==> config.mk <==
export PLATFORM = sky130hd
export DESIGN_NAME = serial_add_ctrl
export DESIGN_NICKNAME = d
export VERILOG_FILES = /design/src/rtl/serial_add_ctrl.sv
export SDC_FILE = /design/constraint.sdc
export NUM_CORES = 1
export LEC_CHECK = 0
export CAP_MARGIN = 20
export CORE_AREA = 5 5 48 50
export DETAILED_ROUTE_END_ITERATION = 10
export DIE_AREA = 0 0 53 55
export GPL_TIMING_DRIVEN = 0
export PLACE_DENSITY = 0.73
export SLEW_MARGIN = 20
export SYNTH_ARGS = -nofsm -noshare
export SYNTH_HDL_FRONTEND = slang
export SYNTH_SLANG_ARGS = --single-unit
==> constraint.sdc <==
create_clock -name clk -period 1.59 [get_ports clk]
set_input_delay 0.318 -clock clk [delete_from_list [all_inputs] [get_ports clk]]
set_output_delay 0.318 -clock clk [all_outputs]
set_load 0.01 [all_outputs]
==> src/rtl/serial_add_ctrl.sv <==
// serial_add_ctrl: controls a bit-serial N-bit adder built from one 1-bit full adder.
// The adder consumes one bit per clock, LSB first. The N-bit sum and the carry-out
// are returned on a valid/ready handshake.
// Optional feature macro: SERIAL_ADD_CTRL_SUB_EN. When it is defined, a 'sub' input
// selects x - y, implemented as x + ~y + 1.
module serial_add_ctrl #(
  parameter int N = 3
) (
  input  logic         clk,
  input  logic         rst,
  input  logic         start_valid,
  output logic         start_ready,
  input  logic [N-1:0] x,
  input  logic [N-1:0] y,
  input  logic         c0,
`ifdef SERIAL_ADD_CTRL_SUB_EN
  input  logic         sub,
`endif
  output logic         done_valid,
  input  logic         done_ready,
  output logic [N-1:0] s,
  output logic         c_out,
  output logic         busy
);

  // The counter has one spare bit. This keeps CW non-zero when N = 1.
  localparam int            CW       = $clog2(N) + 1;
  localparam logic [CW-1:0] CNT_LAST = CW'(N - 1);

  typedef enum logic [1:0] {
    IDLE = 2'd0,
    RUN  = 2'd1,
    DONE = 2'd2
  } state_t;

  state_t          state_q, state_d;
  logic [N-1:0]    xa_q, xa_d;
  logic [N-1:0]    ya_q, ya_d;
  logic [N-1:0]    s_q, s_d;
  logic            carry_q, carry_d;
  logic            cout_q, cout_d;
  logic [CW-1:0]   cnt_q, cnt_d;

  // Values captured on the accept edge.
  logic [N-1:0]    ld_y;
  logic            ld_c;

  // Outputs of the single full-adder cell.
  logic            fa_sum;
  logic            fa_cry;

  // Select the operand B and carry-in to load. Subtraction loads ~y and forces a carry-in of 1.
  always_comb begin
`ifdef SERIAL_ADD_CTRL_SUB_EN
    ld_y = sub ? ~y : y;
    ld_c = sub ? 1'b1 : c0;
`else
    ld_y = y;
    ld_c = c0;
`endif
  end

  // Full-adder cell. It always sees the current LSBs of the operand shift registers.
  always_comb begin
    fa_sum = xa_q[0] ^ ya_q[0] ^ carry_q;
    fa_cry = (xa_q[0] & ya_q[0]) | (xa_q[0] & carry_q) | (ya_q[0] & carry_q);
  end

  // Next-state and datapath update. Every register holds unless its state says otherwise.
  always_comb begin
    state_d = state_q;
    xa_d    = xa_q;
    ya_d    = ya_q;
    s_d     = s_q;
    carry_d = carry_q;
    cout_d  = cout_q;
    cnt_d   = cnt_q;

    unique case (state_q)
      IDLE: begin
        if (start_valid) begin
          xa_d    = x;
          ya_d    = ld_y;
          carry_d = ld_c;
          cnt_d   = '0;
          state_d = RUN;
        end
      end

      RUN: begin
        // Shift in one sum bit at the MSB per clock. After N steps bit 0 is the LSB of the sum.
        xa_d       = xa_q >> 1;
        ya_d       = ya_q >> 1;
        s_d        = s_q >> 1;
        s_d[N-1]   = fa_sum;
        carry_d    = fa_cry;
        cnt_d      = cnt_q + 1'b1;
        if (cnt_q == CNT_LAST) begin
          cout_d  = fa_cry;
          state_d = DONE;
        end
      end

      DONE: begin
        // Hold the result until the consumer takes it. New requests are ignored here.
        if (done_ready) state_d = IDLE;
      end

      default: begin
        state_d = IDLE;
      end
    endcase
  end

  // State register. Reset takes priority over both handshakes and discards any result in flight.
  always_ff @(posedge clk) begin
    if (rst) begin
      state_q <= IDLE;
      xa_q    <= '0;
      ya_q    <= '0;
      s_q     <= '0;
      carry_q <= 1'b0;
      cout_q  <= 1'b0;
      cnt_q   <= '0;
    end else begin
      state_q <= state_d;
      xa_q    <= xa_d;
      ya_q    <= ya_d;
      s_q     <= s_d;
      carry_q <= carry_d;
      cout_q  <= cout_d;
      cnt_q   <= cnt_d;
    end
  end

  // All handshake outputs decode directly from the state register.
  always_comb begin
    start_ready = (state_q == IDLE);
    done_valid  = (state_q == DONE);
    busy        = (state_q == RUN) || (state_q == DONE);
    s           = s_q;
    c_out       = cout_q;
  end

endmodule

==> flow_summary.toml <==
[logic_synthesis]
synth_cells = 82
synth_top_family_by_area = "multiplexers"
syn_area_um2 = 826
ys_warn_count = 0
synthSimpleGateAreaFrac_pct = 15.2
synth_compound_gate_area_share_pct = 13.9
synth-adder-area-share_pct = 10.0
ys_seq_elements = 16
synthMuxAreaShare_pct = 15.2
syn_avg_cell_area_um2 = 10.1
synth_xor_area_share_pct = 0
syn-num-nets = 99
ys_seq_area_share_pct = 38.8
synthDistinctLibCells = 24

[clocking]
post_cts_buffers = 0
cts_tree = "yes"
hold_buffers = 0
cts_sinks = 16
cts_buffer_depth = 2
cts_buffers = 3
clkLatencyLatePin_ns = 0.29
clk_pin_slew_ns = 0.09
htreeDepth = 1
clockRootBuffer = "clkbuf_4"

[sta]
final.setup.tns_ns = 0
hold_viol_final = 0
worst_slew_pin_slew_ns = 0.465
finClkSkew_ns = 0.00804
timing.fmax_mhz = 662
setup_viol = 0
timing.final.crit_period_ns = 1.51
fin_crit_sh_pct = 95.0
slew_violations = 0
holdWs_ns = 0.302
slew_headroom_pct = 69.0
rsz0062_at_grt = "false"

[critical_path]
critPathKind = "reg -> out"
crit_buf_inv = 1
cp-end-kind = "primary output"
max_stage_delay_ns = 0.55
cp.arrival_ns = 1.19
cp_cell_sequence = "clkdlybuf4s50_1"
slowest_stage = "clkdlybuf4s50_1"
worstPathRequired_ns = 1.27
worstPathMaxFanout = 3
startpoint_type = "flop"
critical_path.top_delay_family = "buffers and inverters"

[placement]
placed_cell_area_um2 = 1020
numPortBuffers = 16
place.gp.congestion = 0.710
dpl.hpwl_mm = 1.23

[global_routing]
antenna_found_initial = 0
grt_start_max_net_pins = 11
grt-ovfl-total = 0
grt_pass1_wl_mm = 2.66
grt_pass1_vias = 644
grt.total_usage_pct = 13.0

[cells_and_area]
fin_util_pct = 56.6
layout.nets = 120
antenna_cells = 0
drive_gt1_share_pct = 17.8
syn_to_final_growth_pct = 27.6
nFillCells = 173
fin_area_um2 = 1050

[routing]
routed_wirelength_mm = 1.59
drt-initial-drc-count = 8
dr.pass1.iters = 4
vias = 635
wl_per_cell_um = 12.4
drcViolationCount = 0
drtAntennaViolNets = 0
viasPerCell = 4.96

[floorplanning]
die-area_um2 = 2920
die_x_um = 53
start_util_pct = 44.4
io_pins = 18
num_rows = 16
die_h_um = 55
design.core.area_um2 = 1860

[run_status]
outcome = "finished, final reports clean"

[flow_run]
drv_cap = 0

[power]
power_per_cell_area_nw_per_um2 = 1350
leakage_uw = 0.000417
ir_drop_uv = 944

[hold_path]
hold_class = "in -> reg"
==> cells by family (layout without fill, tap and decap cells) <==
logic type               after synthesis  in the layout
AO/OA/AOI/OAI                         13             13
adder cells (fa/ha/maj)                6              6
buffers and inverters                 10             29
flip-flops                            16             16
multiplexers                          12             12
AND/OR/NAND/NOR                       25             25
==> final timing paths <==
kind | from | to | slack [ns] | depth (start not counted)
max reg2reg | state_q[1] | carry_q | 0.10 | 7
max | s[1] | s[1] | 0.08 | 1
min | rst | ya_q[1] | 0.30 | 2
min reg2reg | ya_q[2] | ya_q[2] | 0.46 | 2
==> synthesized netlist by cell type (all sizes together) <==
library cell,count,area share (%)
a21oi,3,1.8
nand2,4,1.8
nand3b,2,1.8
o211ai,1,0.91
nand2b,2,1.5
ha,5,7.6
or2b,2,1.8
a311oi,1,1.1
mux2,1,1.8
nand3,3,1.8
a211oi,5,7.6
nor2,10,4.5
nand4b,1,1.1
fa,1,2.4
nor2b,1,0.76
buf,4,4.2
a31oi,2,1.5
dfxtp,16,39
clkbuf,1,0.45
a32oi,1,1.1
mux2i,11,13
inv,5,2.3
==> metal layers <==
| metal | vias to the layer above | routed length, µm | GRT usage (%) | share of wire [%] |
|---|---|---|---|---|
| li1 | 323 | - | - | - |
| met1 | 293 | 708 | 14.5 | 45 |
| met2 | 14 | 778 | 21.7 | 49 |
| met3 | 5 | 59 | 3.49 | 3.7 |
| met4 | 0 | 41 | 8.94 | 2.6 |
| met5 | - | 0 | 0 | 0 |
==> stage by stage <==
step | worst slack (ns) | power, µW | std cells
2_1_floorplan | 0.163 | 1040 | 82
3_3_place_gp | 0.0584 | 1210 | 125
3_5_place_dp | 0.0469 | 1220 | 125
4_1_cts | 0.00246 | 1420 | 128
5_1_grt | 0.0151 | 1540 | 128
6_report | 0.0793 | 1430 | 128
==> registers in the layout, summed over array words and instances, names as in the netlist <==
name	count
c_out	1
s	3
state_q	2
cnt_q	3
carry_q	1
ya_q	3
xa_q	3
==> cell usage in the layout (no fill, tap or decap) <==
cell type and instances:
dfxtp_1 14, clkdlybuf4s50_1 13, mux2i_1 11, nor2_1 10
inv_1 5, a211oi_2 5, nand2_1 4, nand3_1 3
a21oi_1 3, ha_1 3, clkbuf_4 3, buf_6 2
or2b_1 2, nand2b_1 2, a31oi_1 2, nand3b_1 2
dfxtp_2 2, buf_2 1, clkbuf_1 1, buf_4 1
a32oi_1 1, nor2b_1 1, a311oi_1 1, mux2_4 1
nand4b_1 1, o211ai_1 1, fa_1 1, ha_4 1
ha_2 1, clkbuf_2 1, clkdlybuf4s15_1 1, dlygate4sd2_1 1
==> cell type report <==
| cell class | count | area, µm² | share of cell area [%] |
|---|---|---|---|
| Timing Repair Buffer | 16 | 154 | 14.6 |
| Sequential cell | 16 | 323 | 30.6 |
| Buffer | 5 | 38.8 | 3.68 |
| Inverter | 5 | 18.8 | 1.78 |
| Tap cell | 27 | 33.8 | 3.21 |
| Clock buffer | 3 | 22.5 | 2.14 |
| Multi-Input combinational cell | 56 | 463 | 43.9 |
==> power breakdown <==
group	leakage, µW	switching, µW	internal (µW)
clock	0.0000138	125	88.2
sequential	0.000132	55.7	485
combinational	0.000272	335	336
==> what timing repair did <==
action	4_1_cts	5_1_grt
resized for setup	6	5
pin swaps	0	0
setup endpoints to repair	3	2
Power figures use the tool's default switching activity.
